<file path="src/rtl/spi_ram_arbiter.sv">
// rtl/spi_ram_arbiter.sv - Shares one single-port RAM between an SPI command stream and a host port
//
// Purpose:
//   SPI command words (spi_rx_data[9:8]) set the write/read pointers or queue
//   one RAM write/read in a single-entry pending buffer. The host port issues
//   req/gnt transactions. An IDLE/ACC/RESP FSM grants one requester at a time
//   with round-robin on ties. Read data is returned on host_rdata/host_rvalid
//   or loaded into spi_tx_data with an 8-cycle spi_tx_valid shift window.
//
// Ports:
//   clk, rst_n                    clock, synchronous active-low reset
//   spi_rx_data, spi_rx_valid     SPI command word and one-cycle strobe
//   spi_tx_data, spi_tx_valid     SPI read data and shift enable
//   host_req/we/addr/wdata        host request, held until host_gnt
//   host_gnt                      combinational grant in the winning IDLE cycle
//   host_rdata, host_rvalid       host read data, one-cycle valid
//   ram_en/we/addr/wdata/rdata    RAM port, rdata valid the cycle after ram_en
//   spi_overrun                   one-cycle pulse when an SPI command is dropped
module spi_ram_arbiter #(
    parameter int ADDR_W = 8,
    parameter int DATA_W = 8
) (
    input  logic              clk,
    input  logic              rst_n,
    input  logic [9:0]        spi_rx_data,
    input  logic              spi_rx_valid,
    output logic [7:0]        spi_tx_data,
    output logic              spi_tx_valid,
    input  logic              host_req,
    input  logic              host_we,
    input  logic [ADDR_W-1:0] host_addr,
    input  logic [DATA_W-1:0] host_wdata,
    output logic              host_gnt,
    output logic [DATA_W-1:0] host_rdata,
    output logic              host_rvalid,
    output logic              ram_en,
    output logic              ram_we,
    output logic [ADDR_W-1:0] ram_addr,
    output logic [DATA_W-1:0] ram_wdata,
    input  logic [DATA_W-1:0] ram_rdata,
    output logic              spi_overrun
);

    typedef enum logic [1:0] {
        ST_IDLE = 2'd0,
        ST_ACC  = 2'd1,
        ST_RESP = 2'd2
    } state_t;

    state_t              state_q, state_d;
    logic [ADDR_W-1:0]   wr_ptr_q, wr_ptr_d;
    logic [ADDR_W-1:0]   rd_ptr_q, rd_ptr_d;
    logic                pend_valid_q, pend_valid_d;
    logic                pend_we_q, pend_we_d;
    logic [ADDR_W-1:0]   pend_addr_q, pend_addr_d;
    logic [DATA_W-1:0]   pend_wdata_q, pend_wdata_d;
    logic                last_host_q, last_host_d;
    logic                acc_we_q, acc_we_d;
    logic                acc_host_q, acc_host_d;
    logic [ADDR_W-1:0]   acc_addr_q, acc_addr_d;
    logic [DATA_W-1:0]   acc_wdata_q, acc_wdata_d;
    logic [DATA_W-1:0]   host_rdata_q, host_rdata_d;
    logic                host_rvalid_q, host_rvalid_d;
    logic [7:0]          tx_data_q, tx_data_d;
    logic [3:0]          tx_cnt_q, tx_cnt_d;
    logic                overrun_q, overrun_d;

    logic idle;
    logic host_win;
    logic spi_win;

    // On a tie the requester that did not win last time takes the RAM.
    assign idle     = (state_q == ST_IDLE);
    assign host_win = idle && host_req && (!pend_valid_q || !last_host_q);
    assign spi_win  = idle && pend_valid_q && (!host_req || last_host_q);

    assign host_gnt     = rst_n && host_win;
    assign ram_en       = (state_q == ST_ACC);
    assign ram_we       = ram_en && acc_we_q;
    assign ram_addr     = acc_addr_q;
    assign ram_wdata    = acc_wdata_q;
    assign host_rdata   = host_rdata_q;
    assign host_rvalid  = host_rvalid_q;
    assign spi_tx_data  = tx_data_q;
    assign spi_tx_valid = (tx_cnt_q != 4'd0);
    assign spi_overrun  = overrun_q;

    always_comb begin
        state_d       = state_q;
        wr_ptr_d      = wr_ptr_q;
        rd_ptr_d      = rd_ptr_q;
        pend_valid_d  = pend_valid_q;
        pend_we_d     = pend_we_q;
        pend_addr_d   = pend_addr_q;
        pend_wdata_d  = pend_wdata_q;
        last_host_d   = last_host_q;
        acc_we_d      = acc_we_q;
        acc_host_d    = acc_host_q;
        acc_addr_d    = acc_addr_q;
        acc_wdata_d   = acc_wdata_q;
        host_rdata_d  = host_rdata_q;
        host_rvalid_d = 1'b0;
        tx_data_d     = tx_data_q;
        tx_cnt_d      = (tx_cnt_q != 4'd0) ? tx_cnt_q - 4'd1 : 4'd0;
        overrun_d     = 1'b0;

        case (state_q)
            ST_IDLE: begin
                if (host_win) begin
                    acc_we_d    = host_we;
                    acc_host_d  = 1'b1;
                    acc_addr_d  = host_addr;
                    acc_wdata_d = host_wdata;
                    last_host_d = 1'b1;
                    state_d     = ST_ACC;
                end else if (spi_win) begin
                    acc_we_d     = pend_we_q;
                    acc_host_d   = 1'b0;
                    acc_addr_d   = pend_addr_q;
                    acc_wdata_d  = pend_wdata_q;
                    last_host_d  = 1'b0;
                    pend_valid_d = 1'b0;
                    state_d      = ST_ACC;
                end
            end
            ST_ACC: begin
                state_d = acc_we_q ? ST_IDLE : ST_RESP;
            end
            ST_RESP: begin
                state_d = ST_IDLE;
                if (acc_host_q) begin
                    host_rdata_d  = ram_rdata;
                    host_rvalid_d = 1'b1;
                end else begin
                    // A fresh read restarts the shift window even mid-transfer.
                    tx_data_d = 8'(ram_rdata);
                    tx_cnt_d  = 4'd8;
                end
            end
            default: begin
                state_d = ST_IDLE;
            end
        endcase

        if (spi_rx_valid) begin
            case (spi_rx_data[9:8])
                2'b00: wr_ptr_d = spi_rx_data[ADDR_W-1:0];
                2'b10: rd_ptr_d = spi_rx_data[ADDR_W-1:0];
                default: begin
                    // The buffer slot frees up in the same cycle it is granted,
                    // so only a full, ungranted buffer drops the command.
                    if (pend_valid_q && !spi_win) begin
                        overrun_d = 1'b1;
                    end else begin
                        pend_valid_d = 1'b1;
                        pend_we_d    = !spi_rx_data[9];
                        pend_addr_d  = spi_rx_data[9] ? rd_ptr_q : wr_ptr_q;
                        pend_wdata_d = DATA_W'(spi_rx_data[7:0]);
                        if (spi_rx_data[9]) begin
                            rd_ptr_d = rd_ptr_q + ADDR_W'(1);
                        end else begin
                            wr_ptr_d = wr_ptr_q + ADDR_W'(1);
                        end
                    end
                end
            endcase
        end
    end

    always_ff @(posedge clk) begin
        if (!rst_n) begin
            state_q       <= ST_IDLE;
            wr_ptr_q      <= '0;
            rd_ptr_q      <= '0;
            pend_valid_q  <= 1'b0;
            pend_we_q     <= 1'b0;
            pend_addr_q   <= '0;
            pend_wdata_q  <= '0;
            last_host_q   <= 1'b1;
            acc_we_q      <= 1'b0;
            acc_host_q    <= 1'b0;
            acc_addr_q    <= '0;
            acc_wdata_q   <= '0;
            host_rdata_q  <= '0;
            host_rvalid_q <= 1'b0;
            tx_data_q     <= '0;
            tx_cnt_q      <= '0;
            overrun_q     <= 1'b0;
        end else begin
            state_q       <= state_d;
            wr_ptr_q      <= wr_ptr_d;
            rd_ptr_q      <= rd_ptr_d;
            pend_valid_q  <= pend_valid_d;
            pend_we_q     <= pend_we_d;
            pend_addr_q   <= pend_addr_d;
            pend_wdata_q  <= pend_wdata_d;
            last_host_q   <= last_host_d;
            acc_we_q      <= acc_we_d;
            acc_host_q    <= acc_host_d;
            acc_addr_q    <= acc_addr_d;
            acc_wdata_q   <= acc_wdata_d;
            host_rdata_q  <= host_rdata_d;
            host_rvalid_q <= host_rvalid_d;
            tx_data_q     <= tx_data_d;
            tx_cnt_q      <= tx_cnt_d;
            overrun_q     <= overrun_d;
        end
    end

endmodule

</file>
<file path="config.mk">
export PLATFORM = sky130hd
export DESIGN_NAME = spi_ram_arbiter
export DESIGN_NICKNAME = d
export VERILOG_FILES = /design/src/rtl/spi_ram_arbiter.sv
export SDC_FILE = /design/constraint.sdc
export NUM_CORES = 1
export LEC_CHECK = 0
export ABC_AREA = 1
export BUFFER_PORTS_ARGS = -buffer_cell sky130_fd_sc_hd__buf_2
export CAP_MARGIN = 20
export CORE_MARGIN = 2
export CORE_UTILIZATION = 45
export DETAILED_ROUTE_END_ITERATION = 12
export PLACE_DENSITY_LB_ADDON = 0.12
export SETUP_SLACK_MARGIN = 0.3
export SYNTH_ARGS = -nofsm -noshare
export SYNTH_HDL_FRONTEND = slang
export SYNTH_SLANG_ARGS = --single-unit
</file>
<file path="constraint.sdc">
create_clock -name clk -period 1.4 [get_ports clk]
set_input_delay 0.14 -clock clk [delete_from_list [all_inputs] [get_ports clk]]
set_output_delay 0.14 -clock clk [all_outputs]
set_load 0.005 [all_outputs]
</file>
==> flow_metrics.tcl, run 1 <==
set metrics [dict create \
    grt-ovfl-total 0 \
    ys_ff_latch 77 \
    cts_root_buf "clkbuf_8" \
    grt_pass1_vias 3347 \
    cts_inserted_buffers 9 \
    synth_warnings 0 \
    first_iter_violations 215 \
    syn-num-nets 563 \
    final.fill_count 649 \
    clock_latency_ps 360 \
    place_inst 689 \
    cpMaxStageDelayCell "dfxtp_4" \
    postPlaceCellArea_um2 4200 \
    finClkSkew_ps 13.8 \
    critPathKind "reg -> out" \
    grt_pass1_wl_mm 15.8 \
    grt_setup_unrepaired "yes" \
    setup_slack_ps -20.1 \
    initial_utilization_pct 46.6 \
    end_kind "primary output" \
    tightest_slew_ps 306 \
    clockBufferDepth 2 \
    crit_top_cell "nor2_4" \
    leakage_nw 2.43 \
    fin_hold_ws_ps 40.5 \
    core-area_um2 7730 \
    cts_sinks 77 \
    clk_pin_slew_ps 80 \
    ys_seq_area_share_pct 42.8 \
    powerDensity_nw_per_um2 1070 \
    grt_antenna_before_repair 0 \
    hp-start "ram_rdata[2]" \
    area_delta_synth_final_pct 45.1 \
    syn_area_um2 3600 \
    grt.total_usage_pct 22.8 \
    post-dp-hpwl_mm 6.60 \
    final_nets 667 \
    status "finished with violations" \
    drive_gt1_share_pct 41.1 \
    viasPerCell 5.25 \
    route.detailed.drc 0 \
    htree_levels 3 \
    dp_slack_ps 96.4 \
    worst_ep_arrival_time_ps 1280 \
    ant_nets 0 \
    r2r-start "state_q[0]" \
    grt_max_degree 33 \
    startpoint "state_q[0]" \
    wirelength_mm 10.9 \
    finalCritPeriodShare_pct 101 \
    ys_types 29 \
    wl_per_cell_um 14.8 \
    hold_path.class "in -> reg" \
    die_w_um 93.5 \
    cp.required_ps 1260 \
    violations "setup timing" \
    hold_violations 0 \
    power_mw 5.62 \
    vias 3844 \
    syn_inst 522 \
    antenna_cells 0 \
    placementRows 32 \
    io_pins 77 \
    dieHeight_um 93.5 \
    finalSetupTns_ps -22.3 \
    crit_fanout 2 \
    cp_cell_sequence "nor2_4 -> nand3_2 -> buf_6 -> nor2_4 -> buf_2" \
    max-cap-violations 0 \
    slew_headroom_pct 79.5 \
    dieArea_um2 8740 \
    design_area_um2 5230 \
    timing.final.crit_period_ps 1420 \
    fin_cells 732 \
    cp-start-kind "flip-flop" \
    syn_area_per_cell_um2 6.91 \
    finalSetupViolCount 2 \
    drv_slew 0 \
    final_util_pct 67.7 \
    portBuffers 76 \
    place.gp.congestion 0.918 \
    cts_tree "built" \
    drtPass1Iterations 5 \
    ir_drop_v 0.000521 \
    fmax_ghz 0.704 \
    critPathMaxStageDelay_ps 360 \
]
-- worst paths after layout --
check | slack, ps | cells past startpoint | end
setup / recovery | -20 | 5 | host_gnt
hold / removal | 40 | 3 | host_rdata[2]
hold reg to reg | 450 | 1 | state_q[1]
setup reg to reg | 0 | 7 | pend_addr_q[5]
-- sequential cells by signal, indices dropped and copies added (netlist names), 2 cells and up --
| register | flops |
|---|---|
| spi_tx_data | 8 |
| state_q | 2 |
| rd_ptr_q | 8 |
| host_rdata | 8 |
| pend_wdata_q | 8 |
| pend_addr_q | 8 |
| ram_wdata | 8 |
| ram_addr | 8 |
| tx_cnt_q | 4 |
| wr_ptr_q | 8 |
-- metal layers --
| metal | up-vias | track usage [%] | routed length [µm] |
|---|---|---|---|
| met1 | 1806 | 29.7 | 4810 |
| met2 | 115 | 37.4 | 5270 |
| met5 | - | 0 | 0 |
| met4 | 0 | 10.2 | 311 |
| li1 | 1900 | - | - |
| met3 | 23 | 3.30 | 465 |
-- cell families (layout without fill, tap and decap cells) --
kind of cell               after synthesis  after routing  share of synthesized area [%]
AOI/OAI and AO/OA                       93             93                           14.4
xor gates and xnor gates                 1              1                          0.243
adders and majority gates                2              2                          0.694
buffers and inverters                   79            184                           9.55
DFF                                     77             77                           42.8
and+or+nand+nor                        270            273                           32.4
-- power breakdown --
part           internal [mW]  switching (mW)
logic                  0.657           0.759
clock network          0.814           0.873
registers               2.37           0.146
-- Yosys cell counts (all sizes together) --
master	n	area, µm²
buf	19	119
and3	1	6.26
o211ai	18	135
nand2	145	552
o21ai	28	144
or2	1	6.26
nand4	7	43.8
xnor2	1	8.76
nor2	66	265
nand3	47	278
a21oi	47	239
clkbuf	7	26.3
nor4	1	6.26
dfxtp	77	1540
clkinv	1	3.75
nor3	2	10.0
inv	52	195
ha	2	25.0
-- final cells by class --
type | count | area [µm²] | area share [%]
multi-input combinational | 369 | 2240 | 42.9
sequential | 77 | 1570 | 29.9
timing repair buffer | 116 | 891 | 17.0
inverter | 53 | 214 | 4.09
tap | 102 | 128 | 2.44
clock buffer | 9 | 124 | 2.37
clock inverter | 6 | 65.1 | 1.24
-- cells in the final DEF, fill, tap and decap left out, drive strengths merged, types with 7 or more instances in the layout --
cell,synthesis,routed
nand2,145,146
nand4,7,7
clkbuf,7,14
inv,52,51
nor2,66,66
o21ai,28,28
o211ai,18,18
nand3,47,49
buf,19,111
dfxtp,77,77
a21oi,47,47
-- what timing repair did --
action,in CTS,in global routing
endpoints found under the hold margin,0,0
gates cloned,3,7
pin swaps,6,44
setup buffers,13,5
resized for setup,27,115
setup endpoints to repair,74,74
hold buffers,0,0
-- worst max-delay path, delay by kind of cell, from the launching register on --
| family | cells | cell delay, ps |
|---|---|---|
| DFF | 1 | 360 |
| buffers and inverters | 2 | 260 |
| and+or+nand+nor | 3 | 300 |
No activity file was read; power rests on OpenSTA's default activity.
==> inputs of run 2 (changes only) <==
--- a/config.mk
+++ b/config.mk
@@ -14,2 +14,3 @@
 export PLACE_DENSITY_LB_ADDON = 0.12
+export RECOVER_POWER = 25
 export SETUP_SLACK_MARGIN = 0.3
==> constraint.sdc (replaced) <==
create_clock -name clk -period 1.4 [get_ports clk]
set_input_delay 0.42 -clock clk [delete_from_list [all_inputs] [get_ports clk]]
set_output_delay 0.42 -clock clk [all_outputs]
set_load 0.005 [all_outputs]
==> run 2 against run 1 <==
  * Cell count grew 0.55%
  * Worst setup slack got worse by 140 ps
  * Critical path type unchanged
  * Combinational power shrank 8%
  * Via count is 1.1% lower
  * Largest power group unchanged
  * The run still ends with setup timing left
  * Die area did not move
==> flow_metrics.tcl, run 2 (synthesis gave the netlist of run 1 again) <==
set metrics [dict create \
    grt_max_degree 54 \
    drtPass1Iterations 4 \
    grt_setup_unrepaired "yes" \
    finalCritPeriodShare_pct 112 \
    setup_slack_ps -163 \
    dr.max_layer_used "met4" \
    drive_gt1_share_pct 37.7 \
    portBuffers 76 \
    ant_nets 0 \
    r2r_slack_ps -110 \
    fin_hold_ws_ps 326 \
    hold_path.class "in -> reg" \
    hold_depth 3 \
    antenna_cells 0 \
    dieHeight_um 93.5 \
    critPathKind "reg -> out" \
    grt_pass1_wl_mm 15.9 \
    multi_input_area_um2 1960 \
    end_kind "primary output" \
    finClkSkew_ps 15.6 \
    violations "setup timing" \
    placementRows 32 \
    area_delta_synth_final_pct 40.1 \
    grt_antenna_before_repair 0 \
    wirelength_mm 10.4 \
    final_util_pct 65.3 \
    critical_path.top_delay_family "flip-flops" \
    cp.required_ps 980 \
    cts_root_buf "clkbuf_8" \
    critPathMaxStageDelay_ps 370 \
    crit_top_cell "nor2_4" \
    critPathBufInv 1 \
    grt.total_usage_pct 23.3 \
    r2r_cells 8 \
    first_iter_violations 233 \
    max-cap-violations 0 \
    wl_met2_mm 5.16 \
    io_pins 77 \
    cts_sinks 77 \
    final.fill_count 661 \
    die_w_um 93.5 \
    fin_cells 736 \
    timing.final.crit_period_ps 1560 \
    status "finished with violations" \
    seqCellArea_um2 1610 \
    clock_latency_ps 360 \
    viasPerCell 5.17 \
    place.gp.congestion 0.875 \
    core-area_um2 7730 \
    slew_headroom_pct 82.9 \
    layout_common_cells "nand2_1 (127), buf_2 (69), nor2_1 (56)" \
    wl_per_cell_um 14.1 \
    route.detailed.drc 0 \
    initial_utilization_pct 46.6 \
    tightest_slew_ps 257 \
    clk_pin_slew_ps 90 \
    cts_inserted_buffers 9 \
    layout_commonest_cell "nand2_1" \
    grt-ovfl-total 0 \
    dieArea_um2 8740 \
    worst_ep_arrival_time_ps 1140 \
    final_nets 670 \
    grt_pass1_vias 3377 \
    fmax_ghz 0.640 \
    cts_tree "built" \
    ir_drop_v 0.000725 \
    worst-path-stages 4 \
    drv_slew 0 \
    crit_fanout 3 \
    dr_wl_met3_um 568 \
    htree_levels 3 \
    clockBufferDepth 2 \
    cpMaxStageDelayCell "dfxtp_4" \
    post-dp-hpwl_mm 6.39 \
    vias 3802 \
    leakage_nw 2.38 \
    cp-start-kind "flip-flop" \
    cp_cell_sequence "nor2_4 -> nand3_4 -> nor2_4 -> buf_2" \
    place_inst 688 \
    met1_length_mm 4.50 \
    hold_violations 0 \
    finalSetupViolCount 26 \
    powerDensity_nw_per_um2 1110 \
]
## run 2: cell count changes in the layout (fill, tap and decap cells not counted), sizes merged
cell,previous run,this run
buf,111,112
bufinv,1,2
clkbuf,14,12
clkinv,6,3
clkinvlp,1,2
inv,51,56
nand3,49,50
## run 2: area by class of cell
cell class | count | share of cell area (%)
Sequential cell | 77 | 31.8
Timing Repair inverter | 3 | 0.496
Clock buffer | 9 | 2.45
Inverter | 53 | 4.36
Multi-Input combinational cell | 370 | 38.9
Tap cell | 102 | 2.53
Timing Repair Buffer | 115 | 17.9
Clock inverter | 7 | 1.59
## run 2: layer usage
layer | GRT usage [%] | vias up
met2 | 39.0 | 118
met5 | 0 | -
li1 | - | 1909
met3 | 3.38 | 11
met4 | 8.95 | 0
met1 | 30.4 | 1764
## run 2: worst paths after layout
check / startpoint / end
max: state_q[1] / host_gnt
min: ram_rdata[6] / host_rdata[6]
max reg2reg: state_q[1] / pend_wdata_q[7]
min reg2reg: tx_cnt_q[0] / tx_cnt_q[0]
## run 2: worst register-to-register path: cells and delay by family, from the launching register on
family	cells	cell delay, ps
and+or+nand+nor	3	330
buffers and inverters	3	430
DFF	1	370
AOI/OAI and AO/OA	2	310
## run 2: through the flow
stage / cell area [µm²] / setup TNS (ps) / power (mW) / setup slack [ps]
2_1_floorplan: 3710 / 0 / 3.13 / 170
5_1_grt: 5050 / -4270 / 5.85 / -239
6_report: 5050 / -1150 / 5.58 / -163
4_1_cts: 4680 / -1240 / 5.37 / -157
3_3_place_gp: 4170 / -373 / 3.40 / -29.4
3_5_place_dp: 4170 / -1350 / 3.42 / -98.0
## run 2: report_power, final
group          leakage, nW  internal [mW]  switching (mW)
Clock                0.102          0.848           0.916
Sequential           0.651           2.38           0.138
Combinational         1.62          0.616           0.681
## run 2: what timing repair did
action / CTS / global route
gates resized for setup: 64 / 46
hold buffers: 0 / 0
buffers inserted: 8 / 12
setup endpoints to repair: 101 / 110
pin swaps: 7 / 15
cloned: 8 / 4
==> inputs of run 3 (changes only) <==
CORE_ASPECT_RATIO = 0.8   (was default)
CORE_UTILIZATION = 44   (was 45)
RECOVER_POWER = 100   (was 25)
==> run 3 against run 2 <==
  * The flow still finishes with violations (setup timing)
  * Critical path depth stayed put
  * Routed wire length up 0.95%
  * Sequential share of layout area increased by 0.23 points
  * Clock power down 19%
  * Non-clock buffer count is 3 lower
  * Hold slack got worse by 0.64 ps
  * Worst setup slack better by 5.9 ps
  * Critical path type unchanged
  * Critical endpoint unchanged
  * Largest cell class unchanged
  * Largest power group unchanged
  * Highest routed layer unchanged
==> flow_metrics.tcl, run 3 (synthesis gave the netlist of run 1 again) <==
set metrics [dict create \
    cp-start-kind "flip-flop" \
    hold_path.class "in -> reg" \
    viasPerCell 5.12 \
    dieHeight_um 85.0 \
    layout_common_cells "nand2_1 (125), buf_2 (72), nor2_1 (58)" \
    cts_tree "built" \
    clockBufferDepth 2 \
    final_nets 667 \
    end_kind "primary output" \
    final.fill_count 721 \
    finClkSkew_ps 5.71 \
    status "finished with violations" \
    leakage_nw 2.29 \
    area_delta_synth_final_pct 38.3 \
    ant_nets 0 \
    met1_usage_pct 31.7 \
    layout_commonest_cell "nand2_1" \
    core-area_um2 7950 \
    max-cap-violations 0 \
    grt_pass1_vias 3421 \
    cp.required_ps 980 \
    busiest_layer "met2" \
    grt-ovfl-total 0 \
    dieArea_um2 8940 \
    crit_fanout 2 \
    portBuffers 76 \
    htree_levels 3 \
    critical_path.top_delay_family "flip-flops" \
    initial_utilization_pct 45.4 \
    finalSetupTns_ps -1300 \
    critPathKind "reg -> out" \
    first_iter_violations 185 \
    grt.total_usage_pct 23.0 \
    placementRows 29 \
    grt_pass1_wl_mm 16.4 \
    tightest_slew_ps 338 \
    fmax_ghz 0.642 \
    cts_root_buf "clkbuf_8" \
    place.gp.congestion 0.863 \
    cts_inserted_buffers 9 \
    clk_pin_slew_ps 80 \
    critPathMaxStageDelay_ps 350 \
    post-dp-hpwl_mm 6.61 \
    finalCritPeriodShare_pct 111 \
    antenna_cells 0 \
    drtPass1Iterations 6 \
    r2r_cells 8 \
    violations "setup timing" \
    io_pins 77 \
    drv_slew 0 \
    ir_drop_v 0.000640 \
    grt_use_met2_pct 36.4 \
    met3_usage_pct 5.30 \
    finalSetupViolCount 18 \
    crit_top_cell "nor2_4" \
    grt_setup_unrepaired "yes" \
    vias 3774 \
    wirelength_mm 10.5 \
    worst-path-stages 4 \
    slew_headroom_pct 77.4 \
    setup_slack_ps -157 \
    grt_max_degree 44 \
    route.detailed.drc 0 \
    hold_depth 3 \
    drive_gt1_share_pct 39.6 \
    postCtsHoldBufs 0 \
    timing.final.crit_period_ps 1560 \
    dp_slack_ps -88.0 \
    cp_cell_sequence "nor2_4 -> nand3_4 -> nor2_4 -> buf_2" \
    grt_antenna_before_repair 0 \
    worst_ep_arrival_time_ps 1140 \
    critPathBufInv 1 \
    cts_sinks 77 \
    powerDensity_nw_per_um2 1030 \
    wl_per_cell_um 14.2 \
    die_w_um 105 \
    hold_violations 0 \
    cpMaxStageDelayCell "dfxtp_2" \
    clock_latency_ps 350 \
]
==> run 3: metal layers <==
layer | share of wire (%) | vias to the layer above
met3 | 6.2 | 12
met2 | 46 | 137
met5 | 0 | -
met1 | 47 | 1719
li1 | - | 1906
met4 | 1.0 | 0
==> run 3: through the flow <==
stage	std cells	total power, mW	instance area, µm²	hold WS (ps)	utilization, %
finish	737	5.16	4980	325	62.7
global route	737	5.43	4980	314	62.7
floorplan	522	3.13	3710	406	-
global placement	700	3.41	4210	438	52.9
CTS	728	5.01	4620	324	58.1
detailed placement	700	3.43	4210	442	52.9
==> run 3: what timing repair did <==
action,in CTS,in global routing
pin swaps,7,22
cloned,6,4
setup endpoints to repair,109,111
buffers inserted,8,5
gates resized for setup,53,66
==> run 3: power breakdown <==
part	switching, mW	internal, mW
combinational	0.685	0.525
sequential	0.135	2.38
clock	0.814	0.621
==> run 3: worst paths after layout <==
| path | from | to | slack, ps |
|---|---|---|---|
| worst max-delay path | state_q[0] | host_gnt | -160 |
| worst min-delay path | ram_rdata[6] | host_rdata[6] | 330 |
| worst max register to register | state_q[0] | pend_addr_q[4] | -120 |
| worst min register to register | tx_cnt_q[0] | tx_cnt_q[0] | 440 |
==> run 3: cell type report <==
class	count	area (µm²)	area share (%)
Timing Repair Buffer	112	795	15.9
Multi-Input combinational cell	371	2070	41.6
Timing Repair inverter	2	16.3	0.326
Sequential cell	77	1600	32.0
Clock buffer	10	128	2.56
Clock inverter	4	27.5	0.552
Inverter	53	215	4.32
Tap cell	108	135	2.71
==> run 3: worst reg2reg max path: stages (launching register included) <==
cell and delay, ps:
dfxtp_2 350, nor2_4 140, buf_4 160, nand2_4 90
a21oi_4 200, buf_6 150, buf_16 120, o21ai_0 90
a21oi_1 160
